==> src/rtl/time_set_rx_pkg.sv <==
// Shared constants and types for the serial time-set receiver.
// Holds the ASCII frame characters, FSM encodings and the bit-period derivation.
package time_set_rx_pkg;

  localparam logic [7:0] CH_T  = 8'h54;
  localparam logic [7:0] CH_CR = 8'h0D;
  localparam logic [7:0] CH_0  = 8'h30;
  localparam logic [7:0] CH_9  = 8'h39;

  typedef enum logic [2:0] {
    P_IDLE = 3'd0,
    H1     = 3'd1,
    H0     = 3'd2,
    M1     = 3'd3,
    M0     = 3'd4,
    S1     = 3'd5,
    S0     = 3'd6,
    P_CR   = 3'd7
  } p_state_t;

  typedef enum logic [1:0] {
    RX_IDLE  = 2'd0,
    RX_START = 2'd1,
    RX_DATA  = 2'd2,
    RX_STOP  = 2'd3
  } rx_state_t;

  function automatic int div_calc(input int clk_freq, input int baud);
    return clk_freq / baud;
  endfunction

endpackage

==> src/rtl/time_set_if.sv <==
// Time-set result bus: BCD time fields plus LOAD/ERR strobes and BUSY.
// The receiver drives it through the master modport; time counters read it as slave.
interface time_set_if;
  logic [1:0] HOURH;
  logic [3:0] HOURL;
  logic [2:0] MINH;
  logic [3:0] MINL;
  logic [2:0] SECH;
  logic [3:0] SECL;
  logic       LOAD;
  logic       ERR;
  logic       BUSY;

  modport master (output HOURH, HOURL, MINH, MINL, SECH, SECL, LOAD, ERR, BUSY);
  modport slave  (input  HOURH, HOURL, MINH, MINL, SECH, SECL, LOAD, ERR, BUSY);
endinterface

==> src/rtl/time_set_rx_uart_rx_byte.sv <==
// 8N1 UART byte receiver: two-flop synchronizer, mid-bit sampling timer and byte FSM.
// Emits byte_valid or frame_err as one-cycle strobes after the stop-bit sample.
module uart_rx_byte
  import time_set_rx_pkg::*;
#(
  parameter int CLK_FREQ = 50000000,
  parameter int BAUD     = 115200
) (
  input  logic       clk,
  input  logic       rst_n,
  input  logic       rxd,
  output logic       byte_valid,
  output logic [7:0] rx_byte,
  output logic       frame_err
);

  localparam int DIV  = div_calc(CLK_FREQ, BAUD);
  localparam int HALF = DIV / 2;
  localparam int CW   = $clog2(DIV + 1);
  localparam logic [CW-1:0] DIV_LAST  = CW'(DIV - 1);
  localparam logic [CW-1:0] HALF_LAST = CW'(HALF - 1);

  logic            sync1_r, sync2_r, prev_r;
  logic            fall_s;
  rx_state_t       state_r;
  logic [CW-1:0]   cnt_r;
  logic [2:0]      bit_r;
  logic [7:0]      shift_r;
  logic            byte_valid_r, frame_err_r;

  // Synchronizer and edge-history flops; reset high so a start bit needs a prior idle line.
  always_ff @(posedge clk or negedge rst_n) begin
    if (!rst_n) begin
      sync1_r <= 1'b1;
      sync2_r <= 1'b1;
      prev_r  <= 1'b1;
    end else begin
      sync1_r <= rxd;
      sync2_r <= sync1_r;
      prev_r  <= sync2_r;
    end
  end

  assign fall_s = prev_r & ~sync2_r;

  // Byte receiver FSM with bit timer; START re-checks the line to reject glitches.
  always_ff @(posedge clk or negedge rst_n) begin
    if (!rst_n) begin
      state_r      <= RX_IDLE;
      cnt_r        <= {CW{1'b0}};
      bit_r        <= 3'd0;
      shift_r      <= 8'h00;
      byte_valid_r <= 1'b0;
      frame_err_r  <= 1'b0;
    end else begin
      byte_valid_r <= 1'b0;
      frame_err_r  <= 1'b0;
      case (state_r)
        RX_IDLE: begin
          cnt_r <= {CW{1'b0}};
          if (fall_s) state_r <= RX_START;
        end
        RX_START: begin
          if (cnt_r == HALF_LAST) begin
            cnt_r   <= {CW{1'b0}};
            bit_r   <= 3'd0;
            state_r <= sync2_r ? RX_IDLE : RX_DATA;
          end else begin
            cnt_r <= cnt_r + 1'b1;
          end
        end
        RX_DATA: begin
          if (cnt_r == DIV_LAST) begin
            cnt_r   <= {CW{1'b0}};
            shift_r <= {sync2_r, shift_r[7:1]};
            bit_r   <= bit_r + 3'd1;
            if (bit_r == 3'd7) state_r <= RX_STOP;
          end else begin
            cnt_r <= cnt_r + 1'b1;
          end
        end
        RX_STOP: begin
          if (cnt_r == DIV_LAST) begin
            cnt_r        <= {CW{1'b0}};
            byte_valid_r <= sync2_r;
            frame_err_r  <= ~sync2_r;
            state_r      <= RX_IDLE;
          end else begin
            cnt_r <= cnt_r + 1'b1;
          end
        end
        default: state_r <= RX_IDLE;
      endcase
    end
  end

  assign byte_valid = byte_valid_r;
  assign frame_err  = frame_err_r;
  assign rx_byte    = shift_r;

endmodule

==> src/rtl/time_set_rx.sv <==
// Serial time-set receiver: parses "Thhmmss<CR>" frames from the UART byte stream
// and presents a validated 24-hour BCD time with LOAD, or pulses ERR on a bad frame.
module time_set_rx
  import time_set_rx_pkg::*;
#(
  parameter int CLK_FREQ = 50000000,
  parameter int BAUD     = 115200
) (
  input  logic         CLK,
  input  logic         RST,
  input  logic         RXD,
  time_set_if.master   tif
);

  logic       byte_valid_s, frame_err_s;
  logic [7:0] rx_byte_s;

  uart_rx_byte #(.CLK_FREQ(CLK_FREQ), .BAUD(BAUD)) u_rx (
    .clk        (CLK),
    .rst_n      (RST),
    .rxd        (RXD),
    .byte_valid (byte_valid_s),
    .rx_byte    (rx_byte_s),
    .frame_err  (frame_err_s)
  );

  p_state_t   p_state_r, nxt_s;
  logic       is_digit_s, digit_ok_s;
  logic [3:0] dval_s;

  logic [1:0] sh_hh_r;
  logic [3:0] sh_hl_r, sh_ml_r, sh_sl_r;
  logic [2:0] sh_mh_r, sh_sh_r;

  logic [1:0] hourh_r;
  logic [3:0] hourl_r, minl_r, secl_r;
  logic [2:0] minh_r, sech_r;
  logic       load_r, err_r, busy_r;

  // Digit classification and range rule for the digit the parser currently expects.
  always_comb begin
    is_digit_s = (rx_byte_s >= CH_0) && (rx_byte_s <= CH_9);
    dval_s     = rx_byte_s[3:0];  // ASCII '0'-'9' low nibble is the digit value
    digit_ok_s = 1'b0;
    nxt_s      = P_IDLE;
    case (p_state_r)
      H1: begin digit_ok_s = is_digit_s && (dval_s <= 4'd2); nxt_s = H0; end
      H0: begin digit_ok_s = is_digit_s && ((sh_hh_r != 2'd2) || (dval_s <= 4'd3)); nxt_s = M1; end
      M1: begin digit_ok_s = is_digit_s && (dval_s <= 4'd5); nxt_s = M0; end
      M0: begin digit_ok_s = is_digit_s; nxt_s = S1; end
      S1: begin digit_ok_s = is_digit_s && (dval_s <= 4'd5); nxt_s = S0; end
      S0: begin digit_ok_s = is_digit_s; nxt_s = P_CR; end
      default: begin digit_ok_s = 1'b0; nxt_s = P_IDLE; end
    endcase
  end

  // Frame parser with shadow digits and registered outputs; 'T' always restarts a frame.
  always_ff @(posedge CLK or negedge RST) begin
    if (!RST) begin
      p_state_r <= P_IDLE;
      sh_hh_r <= 2'd0; sh_hl_r <= 4'd0; sh_mh_r <= 3'd0;
      sh_ml_r <= 4'd0; sh_sh_r <= 3'd0; sh_sl_r <= 4'd0;
      hourh_r <= 2'd0; hourl_r <= 4'd0; minh_r  <= 3'd0;
      minl_r  <= 4'd0; sech_r  <= 3'd0; secl_r  <= 4'd0;
      load_r  <= 1'b0; err_r   <= 1'b0; busy_r  <= 1'b0;
    end else begin
      load_r <= 1'b0;
      err_r  <= 1'b0;
      if (frame_err_s) begin
        if (p_state_r != P_IDLE) begin
          err_r     <= 1'b1;
          busy_r    <= 1'b0;
          p_state_r <= P_IDLE;
        end
      end else if (byte_valid_s) begin
        if (rx_byte_s == CH_T) begin
          p_state_r <= H1;
          busy_r    <= 1'b1;
        end else begin
          case (p_state_r)
            P_IDLE: p_state_r <= P_IDLE;
            P_CR: begin
              if (rx_byte_s == CH_CR) begin
                hourh_r <= sh_hh_r; hourl_r <= sh_hl_r; minh_r <= sh_mh_r;
                minl_r  <= sh_ml_r; sech_r  <= sh_sh_r; secl_r <= sh_sl_r;
                load_r  <= 1'b1;
              end else begin
                err_r <= 1'b1;
              end
              busy_r    <= 1'b0;
              p_state_r <= P_IDLE;
            end
            default: begin
              if (digit_ok_s) begin
                p_state_r <= nxt_s;
                case (p_state_r)
                  H1:      sh_hh_r <= dval_s[1:0];
                  H0:      sh_hl_r <= dval_s;
                  M1:      sh_mh_r <= dval_s[2:0];
                  M0:      sh_ml_r <= dval_s;
                  S1:      sh_sh_r <= dval_s[2:0];
                  default: sh_sl_r <= dval_s;
                endcase
              end else begin
                err_r     <= 1'b1;
                busy_r    <= 1'b0;
                p_state_r <= P_IDLE;
              end
            end
          endcase
        end
      end
    end
  end

  assign tif.HOURH = hourh_r;
  assign tif.HOURL = hourl_r;
  assign tif.MINH  = minh_r;
  assign tif.MINL  = minl_r;
  assign tif.SECH  = sech_r;
  assign tif.SECL  = secl_r;
  assign tif.LOAD  = load_r;
  assign tif.ERR   = err_r;
  assign tif.BUSY  = busy_r;

endmodule

==> src/flat_wrapper.sv <==
// flat-port wrapper written by rule: the top's interface ports become plain ports
module time_set_rx_flat import time_set_rx_pkg::*;
#(
  parameter int CLK_FREQ = 50000000,
  parameter int BAUD     = 115200
)
  (CLK, RST, RXD, tif_HOURH, tif_HOURL, tif_MINH, tif_MINL, tif_SECH, tif_SECL, tif_LOAD, tif_ERR, tif_BUSY);
  time_set_if tif_i ();
  input  logic CLK;
  input  logic RST;
  input  logic RXD;
  output wire logic [$bits(tif_i.HOURH)-1:0] tif_HOURH;
  output wire logic [$bits(tif_i.HOURL)-1:0] tif_HOURL;
  output wire logic [$bits(tif_i.MINH)-1:0] tif_MINH;
  output wire logic [$bits(tif_i.MINL)-1:0] tif_MINL;
  output wire logic [$bits(tif_i.SECH)-1:0] tif_SECH;
  output wire logic [$bits(tif_i.SECL)-1:0] tif_SECL;
  output wire logic [$bits(tif_i.LOAD)-1:0] tif_LOAD;
  output wire logic [$bits(tif_i.ERR)-1:0] tif_ERR;
  output wire logic [$bits(tif_i.BUSY)-1:0] tif_BUSY;
  assign tif_HOURH = tif_i.HOURH;
  assign tif_HOURL = tif_i.HOURL;
  assign tif_MINH = tif_i.MINH;
  assign tif_MINL = tif_i.MINL;
  assign tif_SECH = tif_i.SECH;
  assign tif_SECL = tif_i.SECL;
  assign tif_LOAD = tif_i.LOAD;
  assign tif_ERR = tif_i.ERR;
  assign tif_BUSY = tif_i.BUSY;
  time_set_rx #(.CLK_FREQ(CLK_FREQ), .BAUD(BAUD)) u_core (.CLK(CLK), .RST(RST), .RXD(RXD), .tif(tif_i));
endmodule
==> config.mk <==
export PLATFORM = sky130hd
export DESIGN_NAME = time_set_rx_flat
export DESIGN_NICKNAME = d
export VERILOG_FILES = /design/src/rtl/time_set_rx_pkg.sv /design/src/rtl/time_set_if.sv /design/src/rtl/time_set_rx_uart_rx_byte.sv /design/src/rtl/time_set_rx.sv /design/src/flat_wrapper.sv
export SDC_FILE = /design/constraint.sdc
export NUM_CORES = 1
export LEC_CHECK = 0
export ABC_AREA = 1
export CAP_MARGIN = 20
export CORE_MARGIN = 4
export CORE_UTILIZATION = 57
export DETAILED_ROUTE_END_ITERATION = 16
export PLACE_DENSITY = 0.78
export SLEW_MARGIN = 20
export SYNTH_ARGS = -nofsm -noshare
export SYNTH_HDL_FRONTEND = slang
export SYNTH_SLANG_ARGS = --single-unit
export TNS_END_PERCENT = 1
==> constraint.sdc <==
create_clock -name CLK -period 2.11 [get_ports CLK]
set_input_delay 0.211 -clock CLK [delete_from_list [all_inputs] [get_ports CLK]]
set_output_delay 0.211 -clock CLK [all_outputs]
set_load 0.01 [all_outputs]
==> reports/metrics.csv, run 1 <==
metric,value,unit
status,"complete, no violations",
irDropWorstVdd,0.000537,V
hold_path_class,input pin to flop,
hold_viol_final,0,
p_clk_frac,0.350,
syn-num-nets,394,
synthToLayoutAreaGrowth,17.0,%
grt_pass1_vias,2543,
wl_met2,2.91,mm
timing.rr.end,u_core.sh_sl_r[2]$_DFFE_PN0P_,
cts_max_level,3,
wl_met3,252,um
switchingPower,0.756,mW
dp_slack,325,ps
worstSkewPairLatency,350,ps
design_area,3810,sq um
synth_edf_count,0,
nNetsFinal,432,
cts_buffer_depth,2,
met1_length,3.06,mm
dr.pass1.iters,5,
ys_seq_area_frac,0.563,
yosysMostFrequentCell,nand2_1,
synth_area,3250,sq um
yosys.area.top_type,dfrtp_1,
synth_warnings,0,
swShare,0.270,
cp-end-kind,flop,
gr-total-overflow,0,
synth_area_per_cell,8.52,sq um
post_cts_resized,0,
worstHoldEndpoint,u_core.u_rx.sync1_r$_DFF_PN1_,
worstPathArrival,2020,ps
ys_ff_latch,73,
final_max_slew_viol_count,0,
relSlewSlack,0.621,
grtUsageTotal,0.204,
via_per_inst,5.05,
finalWorstSetupSlack,321,ps
path_clk_slew,70,ps
cp_max_fo,8,
routed_wl,6.33,mm
n_antenna_cell,0,
antenna_left,0,
dieArea,6980,sq um
yosys.area.top_type_share,0.538,
vias,2510,
p_int,2.04,mW
pwr-share-comb,0.109,
rsz0062_at_grt,false,
seqPwrFrac,0.541,
nFillCells,439,
yosys-top-cells-area,"dfrtp_1, nand2_1, inv_1",
fin_tns_setup,0,ps
crit_type,flop to flop,
fin_worst_skew,6.47,ps
powerDensity,735,nW/um^2
io_buffers,25,
placed_area,3620,sq um
worstSetupStartpointType,flop,
layout_min_cycle_time,1790,ps
max-cap-violations,0,
numCtsBuffers,9,
drt_iter0_drc,228,
antenna_found_initial,0,
die_h,83.5,um
drcViolationCount,0,
root_buffer,clkbuf_8,
gp_congestion,0.895,
hpwl,4.57,mm
leakagePower,1.90,nW
cts_tree,done,
die_w,83.5,um
min_path_cells,1,
fin_crit_sh,0.848,
maxUsedRoutingLayer,met4,
synth_ff_type,dfrtp_1,
grt_first_pass_wirelength,11.5,mm
coreArea,5510,sq um
ff2ff_path_depth,11,
yosys.cell_types.count,28,
whs,281,ps
max_freq,0.559,GHz
ys_async_sr_fraction,1.00,
holdCritStartpoint,RXD,
io_pins,26,
drive_gt1_frac,0.111,
yosys-top-cells-count,"nand2_1, dfrtp_1, inv_1",
regToRegStartpoint,u_core.p_state_r[0]$_DFFE_PN0P_,
setup-violations-final,0,
grt_max_degree,27,
cp.required,2340,ps
reg2reg_slack,320,ps
fp-row-count,27,
worst_pin_slew,568,ps
clkSinkCount,73,
wl_per_cell,12.7,um
start_util,0.591,
netlist_instances,382,
-- power groups by stage --
stage	combinational (mW)	sequential, mW	clock [mW]
floorplan	0.210	1.52	0
global placement	0.285	1.53	0
detailed placement	0.300	1.54	0
CTS	0.307	1.51	0.994
global route	0.366	1.52	1.06
finish	0.306	1.51	0.980
-- flip-flops by register name, summed over array words and instances (netlist names), 2 cells and up, named ones only --
| signal | count |
|---|---|
| u_core.p_state_r | 3 |
| u_core.sh_hh_r | 2 |
| u_core.sh_hl_r | 4 |
| u_core.sh_mh_r | 3 |
| u_core.sh_ml_r | 4 |
| u_core.sh_sh_r | 3 |
| u_core.sh_sl_r | 4 |
| u_core.tif.HOURH | 2 |
| u_core.tif.HOURL | 4 |
| u_core.tif.MINH | 3 |
| u_core.tif.MINL | 4 |
| u_core.tif.SECH | 3 |
| u_core.tif.SECL | 4 |
| u_core.u_rx.bit_r | 3 |
| u_core.u_rx.cnt_r | 9 |
| u_core.u_rx.rx_byte | 8 |
-- kinds of logic after synthesis --
family                     after synthesis  share of synthesized area
and+or+nand+nor                        207                      0.268
adders and majority gates                9                     0.0346
AOI/OAI and AO/OA                       44                     0.0719
DFF                                     73                      0.563
xor gates and xnor gates                 3                    0.00808
buffers and inverters                   46                     0.0546
-- layout make-up --
type,instances,area (sq um),area share
Timing Repair Buffer,32,313,0.0822
Sequential cell,73,1830,0.481
Clock inverter,2,12.5,0.00329
Clock buffer,14,163,0.0427
Multi-Input combinational cell,263,1240,0.327
Tap cell,72,90.1,0.0237
Inverter,41,154,0.0404
-- critical path, stage by stage (launching register included) --
cell and delay, ps:
dfrtp_1 400, ha_1 240, nand2_1 100, clkinv_1 150, nor2_2 150, inv_2 60
nor2_4 120, inv_2 60, nor2_1 110, nand2_2 140, nand2_1 90, o21ai_1 60
-- per-stage QoR --
stage / util / power, mW / instances
finish: 0.691 / 2.80 / 497
floorplan: - / 1.73 / 382
CTS: 0.691 / 2.81 / 497
detailed placement: 0.658 / 1.84 / 480
global route: 0.691 / 2.95 / 497
global placement: 0.658 / 1.82 / 480
-- cells in the final DEF (no fill, tap or decap), types with 2 or more instances in the layout --
cell type	instances
clkbuf_8	11
clkdlybuf4s50_1	24
a21oi_1	5
o21ai_0	14
nand3_1	17
nor4_1	2
nand2_2	9
nand2_1	138
clkbuf_1	3
buf_4	5
nand4_1	4
ha_1	9
inv_1	31
inv_2	9
dfrtp_1	70
nor3_1	6
o21ai_1	22
dfstp_2	3
xor2_1	2
nor2_1	26
-- worst max-delay path by stage --
stage / from / endpoint / cells after the start
6_report: u_core.p_state_r[0]$_DFFE_PN0P_ / u_core.sh_sl_r[2]$_DFFE_PN0P_ / 11
5_1_grt: u_core.p_state_r[1]$_DFFE_PN0P_ / u_core.sh_hl_r[2]$_DFFE_PN0P_ / 13
4_1_cts: u_core.u_rx.cnt_r[1]$_DFF_PN0_ / u_core.u_rx.bit_r[0]$_DFFE_PN0P_ / 11
3_5_place_dp: u_core.u_rx.cnt_r[1]$_DFF_PN0_ / u_core.u_rx.bit_r[0]$_DFFE_PN0P_ / 11
3_3_place_gp: u_core.p_state_r[0]$_DFFE_PN0P_ / u_core.sh_sl_r[3]$_DFFE_PN0P_ / 11
2_1_floorplan: u_core.p_state_r[0]$_DFFE_PN0P_ / u_core.sh_hl_r[1]$_DFFE_PN0P_ / 11
-- routing by layer --
metal  up-vias  track usage
met3        11       0.0365
met5         -            0
met4         0       0.0906
li1       1296            -
met1      1164        0.273
met2        39        0.327
-- timing repair --
action                                 4_1_cts  5_1_grt
setup buffers                                0        0
endpoints found under the hold margin       18        0
hold buffers                                 1        0
setup endpoints to repair                    0        0
Note: power is estimated with default switching activity, not from simulation.
==> run 2: changes to the inputs <==
--- a/config.mk
+++ b/config.mk
@@ -8,9 +8,9 @@
 export ABC_AREA = 1
 export CAP_MARGIN = 20
 export CORE_MARGIN = 4
-export CORE_UTILIZATION = 57
+export CORE_UTILIZATION = 52
 export DETAILED_ROUTE_END_ITERATION = 16
-export PLACE_DENSITY = 0.78
+export PLACE_DENSITY = 0.75
 export SLEW_MARGIN = 20
 export SYNTH_ARGS = -nofsm -noshare
 export SYNTH_HDL_FRONTEND = slang
==> constraint.sdc (replaced) <==
create_clock -name CLK -period 1.5 [get_ports CLK]
set_input_delay 0.15 -clock CLK [delete_from_list [all_inputs] [get_ports CLK]]
set_output_delay 0.15 -clock CLK [all_outputs]
set_load 0.01 [all_outputs]
==> run 2 against run 1 <==
Sequential share of layout area is 6.0 points lower. Total power is 49% higher. Highest routed layer unchanged. Fmax is 2.2% lower. Register-to-register slack worse by 650 ps. The flow now finishes with violations (negative setup slack). Count of clock-buffer cells in the layout is 3 lower. Design area is 14% higher. Clock skew hardly changed. Hold slack worse by 80 ps.
==> reports/metrics.csv, run 2 (synthesized netlist as in run 1, its figures left out) <==
metric,value,unit
status,finished with violations,
violations,negative setup slack,
final_max_slew_viol_count,0,
dr.pass1.iters,5,
synthToLayoutAreaGrowth,33.7,%
fin_worst_skew,6.89,ps
crit_family,simple AND/OR/NAND/NOR gates,
grt_busiest_layer,met2,
antenna_found_initial,0,
layout_commonest_cell,nand2_1,
path_buf_inv,2,
gr-total-overflow,0,
design_area,4350,sq um
use_met1,0.249,
wl_per_cell,14.5,um
hpwl,4.73,mm
io_buffers,25,
pwr-share-comb,0.118,
die_h,87.1,um
routed_wl,7.68,mm
root_buffer,clkbuf_8,
grt_pass1_vias,2758,
crit_type,flop to flop,
worst_pin_slew,432,ps
finalWorstSetupSlack,-329,ps
cp-end-kind,flop,
die_w,87.1,um
worstSkewPairLatency,350,ps
drcViolationCount,0,
max_freq,0.547,GHz
gr-usage-met3,0.0577,
final_cell_mix,"nand2_1, dfrtp_1, buf_4",
powerDensity,959,nW/um^2
dp_slack,-212,ps
cts_buffer_depth,2,
drt_iter0_drc,189,
grtUsageTotal,0.206,
worstPathArrival,2110,ps
p_int,3.03,mW
crit_chain,buf_6 -> ha_4 -> o21ai_4 -> nand2_2 -> o31ai_2 -> nand2_2 -> nand2_4 -> clkinv_8 -> nand2_4 -> nand2_1 -> o21ai_1,
path_clk_slew,80,ps
critPathMaxStageDelay,440,ps
seqPwrFrac,0.508,
dieArea,7590,sq um
leakagePower,2.12,nW
irDropWorstVdd,0.000882,V
regMostFlops,u_core.u_rx.cnt_r,
switchingPower,1.14,mW
layout_min_cycle_time,1830,ps
vias,2777,
coreArea,5990,sq um
cp_max_fo,6,
largest_register_ffs,9,
numCtsBuffers,9,
hold_path_class,input pin to flop,
max-cap-violations,0,
start_util,0.543,
setup-violations-final,45,
placed_area,3820,sq um
worstSetupStartpointType,flop,
cts_tree,done,
swShare,0.274,
io_pins,26,
rsz0062_at_grt,true,
hold_viol_final,0,
relSlewSlack,0.711,
grt_first_pass_wirelength,12.1,mm
grt_max_degree,64,
slowest_stage,dfrtp_1,
use_met2,0.336,
postLayoutCoreUtil,0.726,
fp-row-count,28,
p_clk_frac,0.374,
clkSinkCount,73,
cts_max_level,3,
gp_congestion,0.841,
drive_gt1_frac,0.287,
antenna_left,0,
n_antenna_cell,0,
nNetsFinal,460,
cp.required,1780,ps
fin_crit_sh,1.22,
via_per_inst,5.26,
==> run 2: cell type report <==
type	instances	area (sq um)
Clock inverter	5	55.1
Inverter	41	170
Timing Repair Buffer	60	551
Multi-Input combinational cell	263	1510
Tap cell	75	93.8
Fill cell	422	1640
Clock buffer	11	141
Sequential cell	73	1830
==> run 2: path summary, 6_finish.rpt <==
kind,start,to,slack (ps),cells past startpoint
max in group asynchronous,RST,u_core.u_rx.prev_r$_DFF_PN1_,630,3
worst max register to register,u_core.p_state_r[1]$_DFFE_PN0P_,u_core.sh_hh_r[1]$_DFFE_PN0P_,-330,11
worst min-delay path,RXD,u_core.u_rx.sync1_r$_DFF_PN1_,200,1
min in group asynchronous,RST,u_core.tif.LOAD$_DFF_PN0_,210,2
worst min register to register,u_core.u_rx.sync1_r$_DFF_PN1_,u_core.u_rx.sync2_r$_DFF_PN1_,360,0
worst max-delay path,u_core.p_state_r[1]$_DFFE_PN0P_,u_core.sh_hh_r[1]$_DFFE_PN0P_,-330,11
==> run 2: power groups by stage <==
stage	Clock [mW]	Combinational, mW	Sequential [mW]
floorplan	0	0.295	2.14
global placement	0	0.445	2.15
detailed placement	0	0.463	2.15
CTS	1.57	0.477	2.12
global route	1.67	0.577	2.13
finish	1.56	0.493	2.12
==> run 2: routing by layer <==
metal / vias to the layer above / share of wire
met5: - / 0
met4: 0 / 0.028
met3: 18 / 0.045
met2: 77 / 0.51
met1: 1338 / 0.41
li1: 1344 / -
==> run 2: through the flow <==
| step | cells | hold slack (ps) | TNS [ps] | power [mW] |
|---|---|---|---|---|
| after floorplan | 382 | -146 | -114 | 2.44 |
| after detailed placement | 506 | 45.2 | -6660 | 2.62 |
| final | 528 | 201 | -7140 | 4.17 |
| after global routing | 528 | 215 | -13580 | 4.38 |
| after CTS | 528 | 201 | -3270 | 4.17 |
| after global placement | 506 | 38.0 | -4710 | 2.59 |
==> run 2: repair_timing <==
action / 4_1_cts / 5_1_grt
pin swaps: 4 / 12
endpoints found under the hold margin: 10 / 0
resized for setup: 33 / 52
hold buffers: 1 / 0
endpoints found under the setup margin: 58 / 66
setup buffers: 5 / 0
